**config.mk**
```make
export PLATFORM = sky130hd
export DESIGN_NAME = simon_game_ctrl
export DESIGN_NICKNAME = d
export VERILOG_FILES = /design/src/rtl/simon_pkg.sv /design/src/rtl/simon_lfsr.sv /design/src/rtl/simon_game_ctrl.sv
export SDC_FILE = /design/constraint.sdc
export NUM_CORES = 1
export LEC_CHECK = 0
export CORE_MARGIN = 2
export CORE_UTILIZATION = 50
export CTS_BUF_LIST = sky130_fd_sc_hd__clkbuf_4
export DETAILED_ROUTE_END_ITERATION = 10
export GPL_ROUTABILITY_DRIVEN = 0
export PLACE_DENSITY = 0.71
export SYNTH_ARGS = -nofsm -noshare
export SYNTH_HDL_FRONTEND = slang
export SYNTH_SLANG_ARGS = --single-unit
export TNS_END_PERCENT = 20
```
**constraint.sdc**
```tcl
create_clock -name clk -period 2.4 [get_ports clk]
set_input_delay 0.36 -clock clk [delete_from_list [all_inputs] [get_ports clk]]
set_output_delay 0.36 -clock clk [all_outputs]
set_load 0.01 [all_outputs]
```
**src/rtl/simon_pkg.sv**
```systemverilog
// Shared types and constants for the Simon game controller.
package simon_pkg;

    // Width of one displayed / entered symbol (four buttons).
    localparam int unsigned SymW  = 2;
    // Width of the level output.
    localparam int unsigned LvlW  = 6;
    // Sequence generator width, seed and feedback taps (x^8 + x^6 + x^5 + x^4 + 1).
    localparam int unsigned LfsrW = 8;
    localparam logic [LfsrW-1:0] LfsrSeed = 8'hA5;
    localparam logic [LfsrW-1:0] LfsrTaps = 8'b1011_1000;

    typedef enum logic [2:0] {
        StIdle,
        StAdd,
        StShowOn,
        StShowOff,
        StListen,
        StLost,
        StWon
    } state_e;

endpackage

```
**src/rtl/simon_lfsr.sv**
```systemverilog
// Free-running 8-bit Fibonacci LFSR; a nonzero seed keeps it off the all-zero lock-up state.
module simon_lfsr
    import simon_pkg::*;
(
    input  logic             clk,
    input  logic             reset,
    output logic [LfsrW-1:0] q
);

    logic [LfsrW-1:0] r_q;
    logic             w_fb;

    assign w_fb = ^(r_q & LfsrTaps);
    assign q    = r_q;

    // Shift every clock so the captured symbols depend on when the player hits start.
    always_ff @(posedge clk or posedge reset) begin
        if (reset) begin
            r_q <= LfsrSeed;
        end else begin
            r_q <= {r_q[LfsrW-2:0], w_fb};
        end
    end

endmodule

```
**src/rtl/simon_game_ctrl.sv**
```systemverilog
// Simon game controller: grows a random symbol sequence, plays it back and checks the player.
module simon_game_ctrl
    import simon_pkg::*;
#(
    parameter int unsigned MAX_LEN       = 16,
    parameter int unsigned ON_TICKS      = 4,
    parameter int unsigned OFF_TICKS     = 2,
    parameter int unsigned TIMEOUT_TICKS = 20
) (
    input  logic            clk,
    input  logic            reset,
    input  logic            tick,
    input  logic            start,
    input  logic            player_pressed,
    input  logic [SymW-1:0] player_num,
    output logic            simon_turn,
    output logic [SymW-1:0] simon_num,
    output logic            simon_pressed,
    output logic [LvlW-1:0] level,
    output logic            game_over,
    output logic            win
);

    localparam int unsigned IdxW     = $clog2(MAX_LEN);
    localparam int unsigned MaxOnOff = (ON_TICKS > OFF_TICKS) ? ON_TICKS : OFF_TICKS;
    localparam int unsigned MaxTicks = (TIMEOUT_TICKS > MaxOnOff) ? TIMEOUT_TICKS : MaxOnOff;
    localparam int unsigned CntW     = $clog2(MaxTicks + 1);

    localparam logic [CntW-1:0] OnLast  = CntW'(ON_TICKS - 1);
    localparam logic [CntW-1:0] OffLast = CntW'(OFF_TICKS - 1);
    localparam logic [CntW-1:0] ToLast  = CntW'(TIMEOUT_TICKS - 1);
    localparam logic [LvlW-1:0] MaxLvl  = LvlW'(MAX_LEN);

    state_e          r_state, w_state_d;
    logic [LvlW-1:0] r_level, w_level_d;
    logic [IdxW-1:0] r_idx, w_idx_d;
    logic [CntW-1:0] r_cnt, w_cnt_d;
    logic            r_game_over, w_game_over_d;
    logic            r_win, w_win_d;
    logic            w_seq_we;
    logic [SymW-1:0] r_seq [MAX_LEN];

    logic [LfsrW-1:0] w_lfsr;
    logic             w_unused_lfsr;
    logic [SymW-1:0]  w_sym;
    logic             w_last;

    simon_lfsr u_lfsr (
        .clk   (clk),
        .reset (reset),
        .q     (w_lfsr)
    );

    // Only the low bits feed the sequence.
    assign w_unused_lfsr = ^w_lfsr[LfsrW-1:SymW];

    assign w_sym  = r_seq[r_idx];
    assign w_last = ({{(LvlW - IdxW){1'b0}}, r_idx} == (r_level - LvlW'(1)));

    assign level     = r_level;
    assign game_over = r_game_over;
    assign win       = r_win;

    // State and counter registers; reset aborts any display or check in progress.
    always_ff @(posedge clk or posedge reset) begin
        if (reset) begin
            r_state     <= StIdle;
            r_level     <= '0;
            r_idx       <= '0;
            r_cnt       <= '0;
            r_game_over <= 1'b0;
            r_win       <= 1'b0;
        end else begin
            r_state     <= w_state_d;
            r_level     <= w_level_d;
            r_idx       <= w_idx_d;
            r_cnt       <= w_cnt_d;
            r_game_over <= w_game_over_d;
            r_win       <= w_win_d;
        end
    end

    // Sequence store; entries at or above the current level are never read.
    always_ff @(posedge clk) begin
        if (w_seq_we) begin
            r_seq[r_level[IdxW-1:0]] <= w_lfsr[SymW-1:0];
        end
    end

    // Next-state logic; start restarts the game from any state.
    always_comb begin
        w_state_d     = r_state;
        w_level_d     = r_level;
        w_idx_d       = r_idx;
        w_cnt_d       = r_cnt;
        w_game_over_d = r_game_over;
        w_win_d       = r_win;
        w_seq_we      = 1'b0;

        if (start) begin
            w_state_d     = StAdd;
            w_level_d     = '0;
            w_idx_d       = '0;
            w_cnt_d       = '0;
            w_game_over_d = 1'b0;
            w_win_d       = 1'b0;
        end else begin
            unique case (r_state)
                StIdle, StLost, StWon: begin
                end
                StAdd: begin
                    w_seq_we  = 1'b1;
                    w_level_d = r_level + LvlW'(1);
                    w_idx_d   = '0;
                    w_cnt_d   = '0;
                    w_state_d = StShowOn;
                end
                StShowOn: begin
                    if (tick) begin
                        if (r_cnt == OnLast) begin
                            w_cnt_d   = '0;
                            w_state_d = StShowOff;
                        end else begin
                            w_cnt_d = r_cnt + CntW'(1);
                        end
                    end
                end
                StShowOff: begin
                    if (tick) begin
                        if (r_cnt == OffLast) begin
                            w_cnt_d = '0;
                            if (w_last) begin
                                w_idx_d   = '0;
                                w_state_d = StListen;
                            end else begin
                                w_idx_d   = r_idx + IdxW'(1);
                                w_state_d = StShowOn;
                            end
                        end else begin
                            w_cnt_d = r_cnt + CntW'(1);
                        end
                    end
                end
                StListen: begin
                    // A press wins over a coincident final timeout tick.
                    if (player_pressed) begin
                        w_cnt_d = '0;
                        if (player_num != w_sym) begin
                            w_state_d     = StLost;
                            w_game_over_d = 1'b1;
                        end else if (w_last) begin
                            if (r_level == MaxLvl) begin
                                w_state_d = StWon;
                                w_win_d   = 1'b1;
                            end else begin
                                w_state_d = StAdd;
                            end
                        end else begin
                            w_idx_d = r_idx + IdxW'(1);
                        end
                    end else if (tick) begin
                        if (r_cnt == ToLast) begin
                            w_cnt_d       = '0;
                            w_state_d     = StLost;
                            w_game_over_d = 1'b1;
                        end else begin
                            w_cnt_d = r_cnt + CntW'(1);
                        end
                    end
                end
                default: begin
                    w_state_d = StIdle;
                end
            endcase
        end
    end

    // Display outputs decoded from the current state.
    always_comb begin
        simon_turn    = 1'b0;
        simon_pressed = 1'b0;
        simon_num     = '0;
        case (r_state)
            StAdd, StShowOff: begin
                simon_turn = 1'b1;
            end
            StShowOn: begin
                simon_turn    = 1'b1;
                simon_pressed = 1'b1;
                simon_num     = w_sym;
            end
            default: begin
            end
        endcase
    end

endmodule
```
# After elaboration in Yosys (flattened, before gate mapping)
# Memory sizes are Yosys's and may differ from the RTL's.
# Index checks and enable logic that the tools add are counted.
[word_totals] register_bits=28 latchBits=0 ramBits=32 rom_bits=0 in_bits=7 output_inout_bits=12 wordCells=106 memories=1
[memory_table] name="r_seq" depth=16 width=2 read_ports=1 rd_clocked_by_memory_dff=0 wr=1 line="simon_game_ctrl.sv:41" text="logic [SymW-1:0] r_seq [MAX_LEN];"
[classes] add_sub_neg=4 mul=0 div=0 n_lt_le_gt_ge=0 n_eq_ne=25 n_shift=0 mux=51 n_bitwise=0 reduce_logical=18
[ops] op="5-bit two-way mux" n=8
[ops] op="3-bit two-way mux" n=12
[ops] op="4-bit two-way mux" n=7
[ops] op="3-bit != test, second input constant" n=7
[ops] op="5-bit one-hot mux with 4 select lines" n=1
[ops] op="1-bit two-way mux" n=18
[ops] op="3-bit one-hot mux with 5 select lines" n=1
[ops] op="6-bit two-way mux" n=2
[ops] op="4-bit one-hot mux with 3 select lines" n=1
[ops] op="2-bit nonzero test" n=5
[ops] op="3-bit == test, second input constant" n=3
[ops] op="4-bit != test, second input constant" n=2
[ops] op="4-bit AND reduction" n=2
[ops] op="8-bit AND reduction" n=1
[ops] op="8-bit parity" n=1
[ops] op="6-bit by 1-bit adder with 6-bit output, second input constant" n=1
[ops] op="3-bit by 2-bit == test with 1-bit output, second input constant" n=2
[ops] op="4-bit by 6-bit == test with 1-bit output" n=1
[ops] op="6-bit by 5-bit == test with 1-bit output, second input constant" n=1
[ops] op="6-bit AND reduction" n=1
[ops] op="3-bit nonzero test" n=2
[ops] op="3-bit OR reduction" n=2
[ops] op="6-bit by 1-bit subtractor with 6-bit output, second input constant" n=1
[ops] op="5-bit by 1-bit adder with 5-bit output, second input constant" n=1
[ops] op="14 further kinds" n=15

# Longest topological paths before layout
[logic_depth] word_depth=7 mapped_depth=9 depth_no_buf=9

# Hierarchy
# Synthesis repeated with hierarchy kept, for this count alone.
[hier_totals] hier_cells=292 area_unflattened_um2=3173.0
[by_module_without_submodules] mod="simon_game_ctrl" n_inst=1 cells_each=280 area_each_um2=2937.8 seq_area_each_um2=1461.4
[by_module_without_submodules] mod="simon_lfsr" n_inst=1 cells_each=12 area_each_um2=235.2 seq_area_each_um2=205.2

# Worst setup path after synthesis
# No wires, ideal clock.
[synth_timing] path_kind="reg2reg" from="register r_level[0] (netlist: level[0])" to="register r_idx[2]" setup_time_ps=127 t_arrival_ps=2391 required_ps=2273 setup_slack_ps=-118 path_stages_with_launch=9 path_buffers=0 period_less_slack_ps=2518 cell_sequence="dfrtp_1 > inv_1 > ha_1 > o21a_1 > o311ai_1 > a32oi_1 > a311oi_2 > or3_4 > o211ai_2"
[synth_between] elab_chain_cells=7 word_cells_on_any_way=9 cone_classes="add/sub: 1; eq/ne: 2; mux: 5; reduce/logical: 1"
[synth_lines] element="from (decl)" line="simon_game_ctrl.sv:35" text="logic [LvlW-1:0] r_level, w_level_d;"
[synth_lines] element="from (signal assigned)" line="simon_game_ctrl.sv:75" text="r_level <= w_level_d;"
[synth_lines] element="6-bit by 1-bit subtractor with 6-bit output (*)" line="simon_game_ctrl.sv:58" text="assign w_last = ({{(LvlW - IdxW){1'b0}}, r_idx} == (r_level - LvlW'(1)));"
[synth_lines] element="4-bit by 6-bit == test with 1-bit output (*)" line="simon_game_ctrl.sv:58"
[synth_lines] element="4-bit two-way mux" line="simon_game_ctrl.sv:132" text="if (w_last) begin"
[synth_lines] element="4-bit two-way mux" line="simon_game_ctrl.sv:130" text="if (r_cnt == OffLast) begin"
[synth_lines] element="4-bit two-way mux" line="simon_game_ctrl.sv:129" text="if (tick) begin"
[synth_lines] element="4-bit one-hot mux with 3 select lines" line="simon_game_ctrl.sv:108" text="unique case (r_state)"
[synth_lines] element="4-bit two-way mux" line="simon_game_ctrl.sv:100" text="if (start) begin"
[synth_lines] element="to (signal assigned)" line="simon_game_ctrl.sv:76" text="r_idx <= w_idx_d;"
[synth_lines] element="to (decl)" line="simon_game_ctrl.sv:36" text="logic [IdxW-1:0] r_idx, w_idx_d;"
# Mark *: on every way between the ends. The rest lies on a longest branch, timed or not. The select of a mux whose other input is x is not followed.
# A chain may end at the register's enable or synchronous reset.

# Worst setup path in the final report
[layout_timing] from="register r_idx[0]" to="register r_state[2]"
[layout_between] elab_chain_cells=6 word_cells_on_any_way=12 cone_classes="eq/ne: 3; mux: 7; reduce/logical: 1; memory: 1"
[layout_lines] element="memory read 16 x 2 bit / 4-bit by 6-bit == test with 1-bit output (equally long branches)"
[layout_lines] element="2-bit != test / 3-bit two-way mux (equally long branches)" line="simon_game_ctrl.sv:148, simon_game_ctrl.sv:132"
[layout_lines] element="3-bit two-way mux (on tied branches)" line="simon_game_ctrl.sv:148, simon_game_ctrl.sv:130"
[layout_lines] element="3-bit two-way mux (on tied branches)" line="simon_game_ctrl.sv:146, simon_game_ctrl.sv:129"
[layout_lines] element="3-bit one-hot mux with 5 select lines" line="simon_game_ctrl.sv:108"
[layout_lines] element="3-bit two-way mux" line="simon_game_ctrl.sv:100"
[layout_lines] element="to (signal assigned)" line="simon_game_ctrl.sv:67" text="r_state <= StIdle;"
[layout_lines] element="to (signal assigned)" line="simon_game_ctrl.sv:74" text="r_state <= w_state_d;"
[layout_lines] element="to (decl)" line="simon_game_ctrl.sv:34" text="state_e r_state, w_state_d;"
# Parallel ways exist; a longest one is shown, timed or not. The select of a mux whose other input is x is not followed.

==> impl_results.md <==
- Clock transition at the registers of the reported paths: approximately 0.11 ns
- Leakage: 0.00146 uW
- Tmin final: 2.53 ns
- Wirelength per Cell: around 17 um
- Combinational Power Share: a little over a third
- Rows: 29
- Congestion Overflow GR: 0
- Mapped Area: between 3000 and 4000 sq um
- Netlist cell types: 61
- Hpwl dp: between 4000 and 5000 um
- Internal: approximately 2100 uW
- RSZ-0062 raised after global routing: yes
- Die Footprint: between 7000 and 8000 sq um
- Placed Cells: about 390
- Sw frac: 33.7%
- Violated checks: negative setup slack
- 1st-pass router iterations: 4
- Reg power frac: between 30% and 40%
- Final instance area: ~3800 sq um
- Drt first-iter violations: about 180
- Final Power: 3170 uW
- Worst-Skew Late Latency: ~0.41 ns
- Status: finished with violations
- DP Area: approximately 3600 sq um
- CORE AREA: roughly 6300 sq um
- Synthesized area per cell: 11.3 sq um
- Layout area overhead: 19.9%
- CTS Buf Count: 9
- WHS: between 0.3 and 0.4 ns
- Clock Tree Root: clkbuf_4
- Worst IR Drop VDD: 0.475 mV
- CTS tree: yes
- Required @ worst endpoint: 2.71 ns
- Clock Power Share: a little over a quarter
- EDFF count, synth: 32
- Largest net degree at the start of global routing: 29
- Top achievable clock speed: 395 MHz
- Vias in the first global route: ~2300
- Vias per cell: 5.83
- WP data arrival: approximately 2.8 ns
- CP Class: flip-flop to flip-flop
- Die Wd: 84.0 um
- Worst Tran Pin Value: between 0.5 and 0.6 ns
- Main flop type after synthesis: edfxtp_1
- Via count: between 2000 and 2500
- # DRC: 0
- Initial antenna violation count: 0
- Post-route ant nets: 0
- Final Hold Viols: 0
- Final core occ: between 60% and 70%
- PortBufs: 18
- Layout Cells excl Fill: ~410
- Worst min path class: primary input to async pin
- Sequential share of the synthesized area: 52.1%
- Worst Path Max Fanout: 5
- First-pass GRT wire length: around 12000 um
- Layout Nets: 340
- Relative slew slack: between 60 and 70%
- Maximum clock insertion buffer count: 2
- Clock Skew: ~0.014 ns
- Max-cap check violation count: 0
- H-tree Lvls: 3
- Crit. End Element: flip-flop
- Critical path buffers and inverters: 2
- PwrDens: 825 nW/um^2
- Max Slew Vio Count: 0
- CP Cell Sequence: buf_6 > buf_4 > mux4_2 > and4_1 > nor4_2 > nand3_2 > a31o_1 > a22o_1 > a21o_1
- Synth area leader: edfxtp_1
- Initial Util: between 50% and 60%
- Die Y: 84.0 um
- Total Routing Usage GR: between 20% and 30%
- Post-synth ARST share: 46.7%
- Syn_nets: between 200 and 300
- Sink Count: 60
- Layout cell share with drive strength beyond 1: approximately a quarter
- Post-Syn Instances: roughly 280
- Number of synthesized register bits: 60
- CP max stage cell: mux4_2
- Synth top area share: roughly 30%
- Final WL: 6960 um
- Family with the most delay on the worst path: compound AO/OA/AOI/OAI gates
- Final worst-path cycle share: 106%
- Ant. Diodes: 0
- Number of synthesis warnings: 0
- Synth area leaders: edfxtp_1 30%, dfrtp_1 19%, mux4_2 4.2%
- IO Pins: 19
- Setup ws final: -0.132 ns
- Slowest stage delay, CP: around 0.53 ns
- CP Launch Type: flip-flop
- NetSw: 1070 uW
- Number of setup violations in the final report: 9
==> routing by layer <==
metal	share of wire, %	up-vias	GRT usage (%)
met5	0	-	0
met1	46	1182	28.8
met3	3.8	9	4.06
met2	49	54	32.5
met4	1.3	0	7.62
li1	-	1129	-
==> placed cells by master (no fill, tap or decap), types with 3 or more instances in the layout <==
cell type        synthesis  layout
a211o_1                  3       3
a211oi_1                 3       3
a21o_1                   3       3
a21oi_1                 10       9
and2_1                   4       4
buf_4                    0      25
clkbuf_4                 0      10
clkdlybuf4s50_1          0      16
dfrtp_1                 24      22
dfstp_2                  4       4
edfxtp_1                32      32
ha_1                     8       8
inv_1                    7       7
mux2i_1                  6       4
mux2i_2                  1       3
mux4_2                   6       6
nand2_1                 25      24
nand2b_1                 8       8
nand3_1                  7       6
nor2_1                  27      27
nor2b_1                  7       7
nor3_1                   9       9
nor4b_1                  3       3
o21ai_0                 10      10
o31ai_1                  5       3
or2_2                    3       3
xnor2_1                  7       7
xor2_1                   6       6
==> synthesized netlist by cell type (all sizes together) (8+ instances only) <==
master,n
edfxtp,32
nor2,27
nand2,25
dfrtp,24
o21ai,12
a21oi,10
clkbuf,10
nor3,9
ha,8
nand2b,8
xnor2,8
==> through the flow <==
step,worst slack (ns),TNS [ns]
after floorplan,0.0153,0
after global placement,-0.0769,-0.234
after detailed placement,-0.127,-0.623
after CTS,-0.109,-0.471
after global routing,-0.273,-2.20
final,-0.132,-0.727
==> cell families after synthesis <==
group / synth area share, %
and+or+nand+nor: 17.8
muxes: 6.88
buffers and inverters: 3.13
AOI/OAI and AO/OA: 12.6
DFF: 52.1
xor gates and xnor gates: 4.42
adders and majority gates: 3.13
==> sequential cells by signal, indices dropped and copies added (netlist names) <==
register,count
game_over,1
level,6
r_cnt,5
r_idx,4
r_seq,32
r_state,3
u_lfsr.q,8
win,1
==> worst min-delay path: stages <==
cell             delay [ns]
clkdlybuf4s50_1        0.40
inv_1                  0.05
buf_4                  0.34
==> worst paths after layout <==
path                                       start                     end  slack [ns]  cells past startpoint
setup / recovery            r_idx[0]$_DFFE_PP0P_  r_state[2]$_DFFE_PP0P_       -0.13                      9
hold / removal                             reset    level[4]$_DFFE_PP0P_        0.31                      3
setup reg to reg            r_idx[0]$_DFFE_PP0P_  r_state[2]$_DFFE_PP0P_       -0.13                      9
hold reg to reg            u_lfsr.q[6]$_DFF_PP0_   u_lfsr.q[7]$_DFF_PP1_        0.37                      0
max in group asynchronous                  reset   u_lfsr.q[0]$_DFF_PP1_        1.77                      3
min in group clk           u_lfsr.q[6]$_DFF_PP0_   u_lfsr.q[7]$_DFF_PP1_        0.37                      0
==> area by class of cell <==
cell class	count	area, sq um
Inverter	7	26.3
Multi-Input combinational cell	202	1500
Clock buffer	10	75.1
Tap cell	77	96.3
Timing Repair Buffer	45	380
Fill cell	513	2440
Sequential cell	60	1670
Clock inverter	6	88.8
==> power by group through the flow <==
stage | registers, uW | logic, uW | clock network (uW)
finish | 1220 | 1130 | 823
global route | 1230 | 1230 | 884
CTS | 1220 | 1080 | 835
detailed placement | 1240 | 1030 | 0
global placement | 1230 | 1010 | 0
floorplan | 1210 | 726 | 0
==> what timing repair did <==
item,in CTS,in global routing
endpoints found under the setup margin,10,11
gates cloned,0,0
setup buffers,3,1
gates resized for setup,17,8
hold buffers,0,0
pin swaps,5,6
Note: power is estimated with default switching activity, not from simulation.
